File: config.mk
export PLATFORM = sky130hd
export DESIGN_NAME = lcd_ctrl
export DESIGN_NICKNAME = d
export VERILOG_FILES = /design/src/rtl/lcd_ctrl_pkg.sv /design/src/rtl/lcd_cmd_fifo.sv /design/src/rtl/lcd_ctrl.sv
export SDC_FILE = /design/constraint.sdc
export NUM_CORES = 1
export LEC_CHECK = 0
export CAP_MARGIN = 20
export CORE_MARGIN = 2
export CORE_UTILIZATION = 55
export CTS_CLUSTER_SIZE = 28
export DETAILED_ROUTE_END_ITERATION = 8
export PLACE_DENSITY = 0.92
export SYNTH_ARGS = -nofsm -noshare
export SYNTH_HDL_FRONTEND = slang
export SYNTH_SLANG_ARGS = --single-unit
File: constraint.sdc
create_clock -name clk -period 4.5 [get_ports clk]
set_input_delay 0.45 -clock clk [delete_from_list [all_inputs] [get_ports clk]]
set_output_delay 0.45 -clock clk [all_outputs]
set_load 0.03 [all_outputs]
File: src/rtl/lcd_ctrl_pkg.sv
// Shared types and constants for the character-LCD command sequencer.
// Bit positions for the lcd port and status word, plus the long-running opcodes.
package lcd_ctrl_pkg;

  typedef enum logic [2:0] {
    ST_IDLE,
    ST_SETUP,
    ST_PULSE,
    ST_HOLD,
    ST_WAIT
  } state_t;

  typedef struct packed {
    logic       rs;
    logic [7:0] db;
  } lcd_cmd_t;

  localparam int LCD_RS = 10;
  localparam int LCD_RW = 9;
  localparam int LCD_E  = 8;

  localparam int STAT_BUSY = 0;
  localparam int STAT_FULL = 1;
  localparam int STAT_OVF  = 2;
  localparam int STAT_CNT  = 4;

  localparam logic [7:0] OP_CLEAR    = 8'h01;
  localparam logic [7:0] OP_HOME     = 8'h02;
  localparam logic [7:0] OP_HOME_ALT = 8'h03;

  // Clear and return-home need the long execution wait on the panel.
  function automatic logic is_long_cmd(input lcd_cmd_t c);
    return !c.rs && ((c.db == OP_CLEAR) || (c.db == OP_HOME) || (c.db == OP_HOME_ALT));
  endfunction

  function automatic logic [2:0] sat3(input int n);
    return (n > 7) ? 3'd7 : 3'(n);
  endfunction

endpackage

File: src/rtl/lcd_cmd_fifo.sv
// Small synchronous FIFO holding posted {RS, DB} LCD commands.
// A push into a full FIFO is accepted only when a pop happens in the same cycle.
module lcd_cmd_fifo
  import lcd_ctrl_pkg::*;
#(
  parameter int DEPTH = 4
) (
  input  logic                     clk,
  input  logic                     reset_n,
  input  logic                     push,
  input  lcd_cmd_t                 din,
  input  logic                     pop,
  output lcd_cmd_t                 dout,
  output logic                     full,
  output logic                     empty,
  output logic [$clog2(DEPTH):0]   count
);

  localparam int AW   = $clog2(DEPTH);
  localparam int CNTW = AW + 1;

  lcd_cmd_t        mem [DEPTH];
  logic [AW-1:0]   wr_ptr;
  logic [AW-1:0]   rd_ptr;
  logic            do_push;
  logic            do_pop;

  assign full    = (count == CNTW'(DEPTH));
  assign empty   = (count == '0);
  assign do_pop  = pop && !empty;
  assign do_push = push && (!full || do_pop);
  assign dout    = mem[rd_ptr];

  always_ff @(posedge clk) begin
    if (do_push) mem[wr_ptr] <= din;
  end

  always_ff @(posedge clk or negedge reset_n) begin
    if (!reset_n) begin
      wr_ptr <= '0;
      rd_ptr <= '0;
      count  <= '0;
    end else begin
      if (do_push) wr_ptr <= wr_ptr + AW'(1);
      if (do_pop)  rd_ptr <= rd_ptr + AW'(1);
      case ({do_push, do_pop})
        2'b10:   count <= count + CNTW'(1);
        2'b01:   count <= count - CNTW'(1);
        default: count <= count;
      endcase
    end
  end

endmodule

File: src/rtl/lcd_ctrl.sv
// Memory-mapped HD44780 write sequencer: CPU stores are queued and replayed as
// timed setup / enable-pulse / hold / execute cycles on the 11-bit lcd port.
module lcd_ctrl
  import lcd_ctrl_pkg::*;
#(
  parameter int DEPTH   = 4,
  parameter int T_SETUP = 4,
  parameter int T_EPW   = 16,
  parameter int T_HOLD  = 4,
  parameter int T_EXEC  = 2500,
  parameter int T_LONG  = 102500,
  parameter int CW      = 17
) (
  input  logic        clk,
  input  logic        reset_n,
  input  logic        cs,
  input  logic        memwrite,
  input  logic [31:0] writedata,
  output logic [31:0] status,
  output logic [10:0] lcd
);

  localparam logic [CW-1:0] LD_SETUP = CW'(T_SETUP - 1);
  localparam logic [CW-1:0] LD_EPW   = CW'(T_EPW - 1);
  localparam logic [CW-1:0] LD_HOLD  = CW'(T_HOLD - 1);
  localparam logic [CW-1:0] LD_EXEC  = CW'(T_EXEC - 1);
  localparam logic [CW-1:0] LD_LONG  = CW'(T_LONG - 1);

  state_t                  state;
  state_t                  state_d;
  logic [CW-1:0]           cnt;
  logic [CW-1:0]           cnt_d;
  lcd_cmd_t                cur;
  logic                    overflow;

  logic                    store;
  logic                    push_req;
  logic                    ovf_clr;
  logic                    pop;
  lcd_cmd_t                fifo_dout;
  lcd_cmd_t                fifo_din;
  logic                    fifo_full;
  logic                    fifo_empty;
  logic [$clog2(DEPTH):0]  fifo_count;
  logic                    unused_wdata;

  // Handshake: a store is posted with no back-pressure. The FSM pops the FIFO
  // head only from IDLE while the FIFO is non-empty; a push that meets a full
  // FIFO without a same-cycle pop is dropped and flagged in the sticky overflow bit.
  assign store        = cs && memwrite;
  assign ovf_clr      = store && writedata[31];
  assign push_req     = store && !writedata[31];
  assign fifo_din     = '{rs: writedata[8], db: writedata[7:0]};
  assign unused_wdata = ^writedata[30:9];

  lcd_cmd_fifo #(
    .DEPTH (DEPTH)
  ) u_fifo (
    .clk     (clk),
    .reset_n (reset_n),
    .push    (push_req),
    .din     (fifo_din),
    .pop     (pop),
    .dout    (fifo_dout),
    .full    (fifo_full),
    .empty   (fifo_empty),
    .count   (fifo_count)
  );

  always_ff @(posedge clk or negedge reset_n) begin
    if (!reset_n) begin
      state <= ST_IDLE;
      cnt   <= '0;
    end else begin
      state <= state_d;
      cnt   <= cnt_d;
    end
  end

  // Each timed state loads (N-1) on entry and leaves when the counter hits zero.
  always_comb begin
    state_d = state;
    cnt_d   = cnt;
    pop     = 1'b0;
    case (state)
      ST_IDLE: begin
        if (!fifo_empty) begin
          pop     = 1'b1;
          state_d = ST_SETUP;
          cnt_d   = LD_SETUP;
        end
      end
      ST_SETUP: begin
        if (cnt == '0) begin
          state_d = ST_PULSE;
          cnt_d   = LD_EPW;
        end else begin
          cnt_d = cnt - CW'(1);
        end
      end
      ST_PULSE: begin
        if (cnt == '0) begin
          state_d = ST_HOLD;
          cnt_d   = LD_HOLD;
        end else begin
          cnt_d = cnt - CW'(1);
        end
      end
      ST_HOLD: begin
        if (cnt == '0) begin
          state_d = ST_WAIT;
          cnt_d   = is_long_cmd(cur) ? LD_LONG : LD_EXEC;
        end else begin
          cnt_d = cnt - CW'(1);
        end
      end
      ST_WAIT: begin
        if (cnt == '0) begin
          state_d = ST_IDLE;
          cnt_d   = '0;
        end else begin
          cnt_d = cnt - CW'(1);
        end
      end
      default: begin
        state_d = ST_IDLE;
        cnt_d   = '0;
      end
    endcase
  end

  always_ff @(posedge clk or negedge reset_n) begin
    if (!reset_n) begin
      cur      <= '0;
      overflow <= 1'b0;
    end else begin
      if (pop) cur <= fifo_dout;
      if (ovf_clr) begin
        overflow <= 1'b0;
      end else if (push_req && fifo_full && !pop) begin
        overflow <= 1'b1;
      end
    end
  end

  // RS/DB stay on the bus between commands; only E depends on the state.
  always_comb begin
    lcd         = '0;
    lcd[7:0]    = cur.db;
    lcd[LCD_E]  = (state == ST_PULSE);
    lcd[LCD_RW] = 1'b0;
    lcd[LCD_RS] = cur.rs;
  end

  always_comb begin
    status                     = '0;
    status[STAT_CNT +: 3]      = sat3(int'(fifo_count));
    status[STAT_OVF]           = overflow;
    status[STAT_FULL]          = fifo_full;
    status[STAT_BUSY]          = (state != ST_IDLE) || !fifo_empty;
  end

endmodule
Word-level counts from Yosys, hierarchy flattened

Memories as Yosys holds them, arrays and structs flattened. A register that Yosys moved wholly into a read port is not among the register bits.
Cells that the tools add are included.
W data, S select, Z words.

Multiplexer cells: 20
Equal/unequal tests: 15
Add/sub/neg operators: 5
Reduce and logical (&&, ||, !) cells: 25

Operators with widths:

| operator                | number |
|---|---|
| $mux W17                | 6 |
| $pmux W17 S5            | 1 |
| $logic_not A17 Y1       | 1 |
| $sub A17 B1 Y17 const B | 1 |
| $eq A8 B2 Y1 const B    | 2 |
| $mux W3                 | 5 |
| $pmux W3 S5             | 1 |
| $eq A8 B1 Y1 const B    | 1 |
| $logic_and A1 B1 Y1     | 8 |
| $ne A2 B2 Y1 const B    | 4 |
| $eq A3 B2 Y1 const B    | 2 |
| $eq A3 B3 Y1 const B    | 2 |
| $logic_not A1 Y1        | 6 |
| $logic_not A3 Y1        | 2 |
| $mux W1                 | 6 |
| $pmux W3 S2             | 1 |
| $reduce_and A5 Y1       | 1 |
| $add A2 B1 Y2 const B   | 2 |
| $logic_or A1 B1 Y1      | 4 |
| $reduce_bool A2 Y1      | 2 |
| $add A3 B1 Y3 const B   | 1 |
| $eq A3 B1 Y1 const B    | 1 |
| $reduce_bool A3 Y1      | 1 |
| $sub A3 B1 Y3 const B   | 1 |
| other kinds (3)         | 3 |

Memory bits (writable): 36
Output and inout bits: 43
Logic and storage cells: 72
Flip-flop bits (word level): 28
Memories kept: 1

Memory list:

| name       | depth | width | read ports | clocked after memory_dff | write ports | line               | text |
|---|---|---|---|---|---|---|---|
| u_fifo.mem | 4     | 9     | 1          | 1                        | 1           | lcd_cmd_fifo.sv:22 | `lcd_cmd_t mem [DEPTH];` |

Logic depth before layout (Yosys ltp)

Depth in word-level cells: 8
Mapped depth: 11
Mapped depth without buffers: 11

Hierarchy

A second synthesis with hierarchy kept.

Cell total of the unflattened synthesis: 321
Area total of the unflattened synthesis: 3741.1 µm²

Modules (own cells, without submodules):

| module       | cells an instance | instances | sequential area each (µm²) | area each (µm²) |
|---|---|---|---|---|
| lcd_ctrl     | 222               | 1         | 750.7                      | 1929.4 |
| lcd_cmd_fifo | 99                | 1         | 1256.2                     | 1811.7 |

Worst setup path after synthesis

OpenSTA, ideal clock, no wires.

Kind: register -> register
Start point: register state[1]
End point: register u_fifo.count[2]
Slack: 1988 ps
Library setup time: 80 ps
Path buffers: 2
Data required time: 4420 ps
Data arrival time: 2431 ps
Period minus slack after synthesis: 2512 ps
Cell stages (with the launch flop): 11
Cell sequence: dfrtp_1 > clkbuf_1 > nor3_1 > nor2b_1 > clkbuf_1 > ha_1 > inv_1 > fa_1 > xor2_1 > nor2_1 > xor2_1

Cells in the longest elaborated chain, start to end: 7
Elaborated cells on any way between the ends: 9
Those cells by class: eq/ne: 2; mux: 2; reduce/logical: 5

Ends and longest elaborated chain:

| what                                              | line               | text |
|---|---|---|
| start, declared                                   | lcd_ctrl.sv:29     | `state_t state;` |
| start signal, assigned                            | lcd_ctrl.sv:75     | `state <= state_d;` |
| $logic_not A3 Y1 *                                | lcd_ctrl.sv:85     | `case (state)` |
| $mux W1 *                                         | lcd_ctrl.sv:85     |  |
| named net pop                                     | lcd_ctrl.sv:39     | `logic pop;` |
| $logic_and A1 B1 Y1 *                             | lcd_cmd_fifo.sv:30 | `assign do_pop = pop && !empty;` |
| $logic_or A1 B1 Y1                                | lcd_cmd_fifo.sv:31 | `assign do_push = push && (!full \|\| do_pop);` |
| $logic_and A1 B1 Y1                               | lcd_cmd_fifo.sv:31 |  |
| $eq A2 B1 Y1 or $eq A2 B2 Y1 (tied branches)      | lcd_cmd_fifo.sv:46 | `case ({do_push, do_pop})` |
| $pmux W3 S2 or $reduce_bool A2 Y1 (tied branches) | n/a                |  |
| end signal, assigned                              | lcd_cmd_fifo.sv:47 | `2'b10: count <= count + CNTW'(1);` |
| end signal, assigned                              | lcd_cmd_fifo.sv:48 | `2'b01: count <= count - CNTW'(1);` |
| end signal, assigned                              | lcd_cmd_fifo.sv:49 | `default: count <= count;` |
| end, declared                                     | lcd_cmd_fifo.sv:16 | `output logic [$clog2(DEPTH):0] count` |

The timed path passes the listed nets; every way through them passes the cells marked *.
A chain may end at the register's enable or synchronous reset.

Worst setup path after layout

Start point: register state[0]
End point: output port status[0]

Cells in the longest elaborated chain, start to end: 2

Ends and longest elaborated chain:

| what               | line            | text |
|---|---|---|
| $reduce_bool A3 Y1 | lcd_ctrl.sv:160 | `status[STAT_BUSY] = (state != ST_IDLE) \|\| !fifo_empty;` |
| $logic_or A1 B1 Y1 | lcd_ctrl.sv:160 |  |
| end, declared      | lcd_ctrl.sv:19  | `output logic [31:0] status,` |

No other way between the ends.

==> flow_summary.ini <==
[synth]
ys_seq_area_share_pct = 55.3
synth.most_common_cell = dfrtp_1
ys_types = 54
syn_inst = 290
yosys.area.top_type = edfxtp_1
ys.flop_type = dfrtp_1
yosys-top-cells-area = edfxtp_1, dfrtp_1, buf_4
synth.top_cells.by_count = dfrtp_1, edfxtp_1, buf_4
synth-edff-count = 36
synth_seq_cells = 73
syn_area_mm2 = 0.00363
syn_area_per_cell_um2 = 12.5
synth_top_area_share_pct = 29.8
synth-warning-count = 0
async_flop_share_pct = 50.7

[global_routing]
grt_use_met2_pct = 34.7
grt_usage_pct = 20.1
grt.busiest_layer = met2
grt_pass1_wl_mm = 11.1
antenna_found_initial = 0
grtUsageMet1_pct = 23.9
grt_overflow = 0
grt_pass1_vias = 2307
use_met3_pct = 7.10
grt_max_degree = 38

[critical_path]
rr_endpoint = u_fifo.count[1]$_DFFE_PN0P_
crit_fanout = 13
r2r_cells = 8
crit_path_start_kind = register
required_ns = 4.05
cp-end-kind = output pin
r2r_slack_ns = 1.79
arrival_ns = 2.87
path_class = register to output pin
reg2reg_from = state[0]$_DFFE_PN0P_

[status]
status = finished clean

[sta]
fin_setup_tns_ns = 0
setup_viol = 0
post-route-period-util_pct = 73.7
hold_violations = 0
post-route-min-period_ns = 3.32
finalMaxSlewViolations = 0
max_slew_margin_pct = 45.3
tightest_slew_ns = 0.821
rsz0062_at_grt = no
fin_worst_skew_ns = 0.00744
fmax_mhz = 302

[min_path]
hold_class = primary input to async pin

[flow_run]
drv_cap = 0

[routing]
viasPerCell = 5.79
drt_iter0_drc = 107
finalWirelength_mm = 6.73
ant_nets = 0
firstDrtPassIters = 4
num_vias = 2297
drc = 0
avgRoutedWirePerCell_um = 16.9

[clock_tree]
cts_tree = done
post_cts_buffers = 0
post_cts_resized = 0
cts.sinks = 73
numCtsBuffers = 9
clockBufferDepth = 2
clk_pin_slew_ns = 0.08
cts-root-buf = clkbuf_8
htreeDepth = 3
ctsHoldBuffers = 0
clock_latency_ns = 0.35

[finish]
num_antenna_cells = 0
drive_gt1_share_pct = 13.1
fillers = 486
synthToLayoutAreaGrowth_pct = 11.3
utilization_pct = 63.3
layout.nets = 358

[floorplan]
rows = 29
die_width_um = 85.3
num_io_pins = 79
fp.dieH_um = 85.3
start_util_pct = 56.9
fp.dieArea_mm2 = 0.00727
fp.coreArea_mm2 = 0.00639

[placed_design]
port_buffers = 29
dp_hpwl_mm = 4.70
gp_congestion = 0.898

[power_and_ir_drop]
p_leak_nw = 1.55
vdd.ir_drop.worst_mv = 0.445
cellPowerDensity_mw_per_mm2 = 599
[worst max path at each step]
stage / from / endpoint / slack, ns / depth (start not counted)
6_report: state[0]$_DFFE_PN0P_ / status[0] / 1.18 / 4
5_1_grt: state[0]$_DFFE_PN0P_ / status[0] / 0.95 / 4
4_1_cts: state[0]$_DFFE_PN0P_ / status[0] / 1.19 / 4
3_5_place_dp: state[0]$_DFFE_PN0P_ / status[0] / 1.59 / 4
3_3_place_gp: state[0]$_DFFE_PN0P_ / status[0] / 1.64 / 4
2_1_floorplan: state[1]$_DFFE_PN0P_ / u_fifo.count[2]$_DFFE_PN0P_ / 1.99 / 10
[critical path, cell delays in order (launching register included)]
cell	delay (ns)
dfrtp_1	0.54
nor3_1	0.36
and2_1	0.52
clkinv_1	0.41
clkdlybuf4s50_1	0.69
[stage by stage]
step	cell area (µm²)	hold slack, ns	worst slack, ns	power (mW)	cells
after floorplan	3730	0.154	1.99	1.69	316
after global placement	3850	0.462	1.64	1.88	381
after detailed placement	3850	0.469	1.59	1.93	381
after CTS	4040	0.216	1.19	2.44	397
after global routing	4040	0.244	0.947	2.57	397
final	4040	0.195	1.18	2.42	397
[registers in the layout (all words and copies together) (netlist names)]
| register | cells |
|---|---|
| cnt | 17 |
| lcd | 9 |
| overflow | 1 |
| state | 3 |
| u_fifo.count | 3 |
| u_fifo.mem | 36 |
| u_fifo.rd_ptr | 2 |
| u_fifo.wr_ptr | 2 |
[power by group]
group / total (mW) / switching [mW] / internal (mW)
clock network: 0.502 / 0.244 / 0.258
logic: 0.844 / 0.444 / 0.400
registers: 1.07 / 0.205 / 0.867
[final cells by class]
class                           count  area, µm²  area share, %
Multi-Input combinational cell    191       1410           35.0
Clock buffer                       10        128           3.16
Clock inverter                      6       67.6           1.67
Timing Repair Buffer               30        293           7.24
Sequential cell                    73       2010           49.7
Inverter                           10       37.5          0.929
Tap cell                           77       96.3           2.38
[placed cells by master (no fill, tap or decap), types with 4 or more instances in the layout]
cell,instances
a21oi_1,10
and2_1,5
clkbuf_8,9
clkdlybuf4s50_1,28
conb_1,27
dfrtp_1,37
edfxtp_1,36
ha_1,6
inv_1,9
mux2_2,11
mux4_2,9
nand2_1,11
nand3_1,5
nor2_1,13
nor3_1,12
nor4_1,5
o21ai_0,8
o21ai_1,4
o31ai_1,7
or3_1,5
or4_1,4
xnor2_1,7
xor2_1,4
[cell families (layout without fill, tap and decap cells)]
family / count (synthesis) / count (layout) / synth area share, %
multiplexers: 21 / 21 / 9.27
XOR/XNOR: 11 / 11 / 2.65
adder cells (fa/ha/maj): 7 / 7 / 2.62
buffers and inverters: 52 / 56 / 8.54
AND/OR/NAND/NOR: 69 / 69 / 10.0
flip-flops: 73 / 73 / 55.3
AO/OA/AOI/OAI: 56 / 56 / 11.5
other: 1 / 27 / 0.103
[layer usage]
metal | vias up | part of all wire (%)
met2 | 99 | 52
met1 | 1115 | 40
met3 | 10 | 6.5
met4 | 0 | 1.3
li1 | 1073 | -
met5 | - | 0
(Power assumes the default switching activity.)
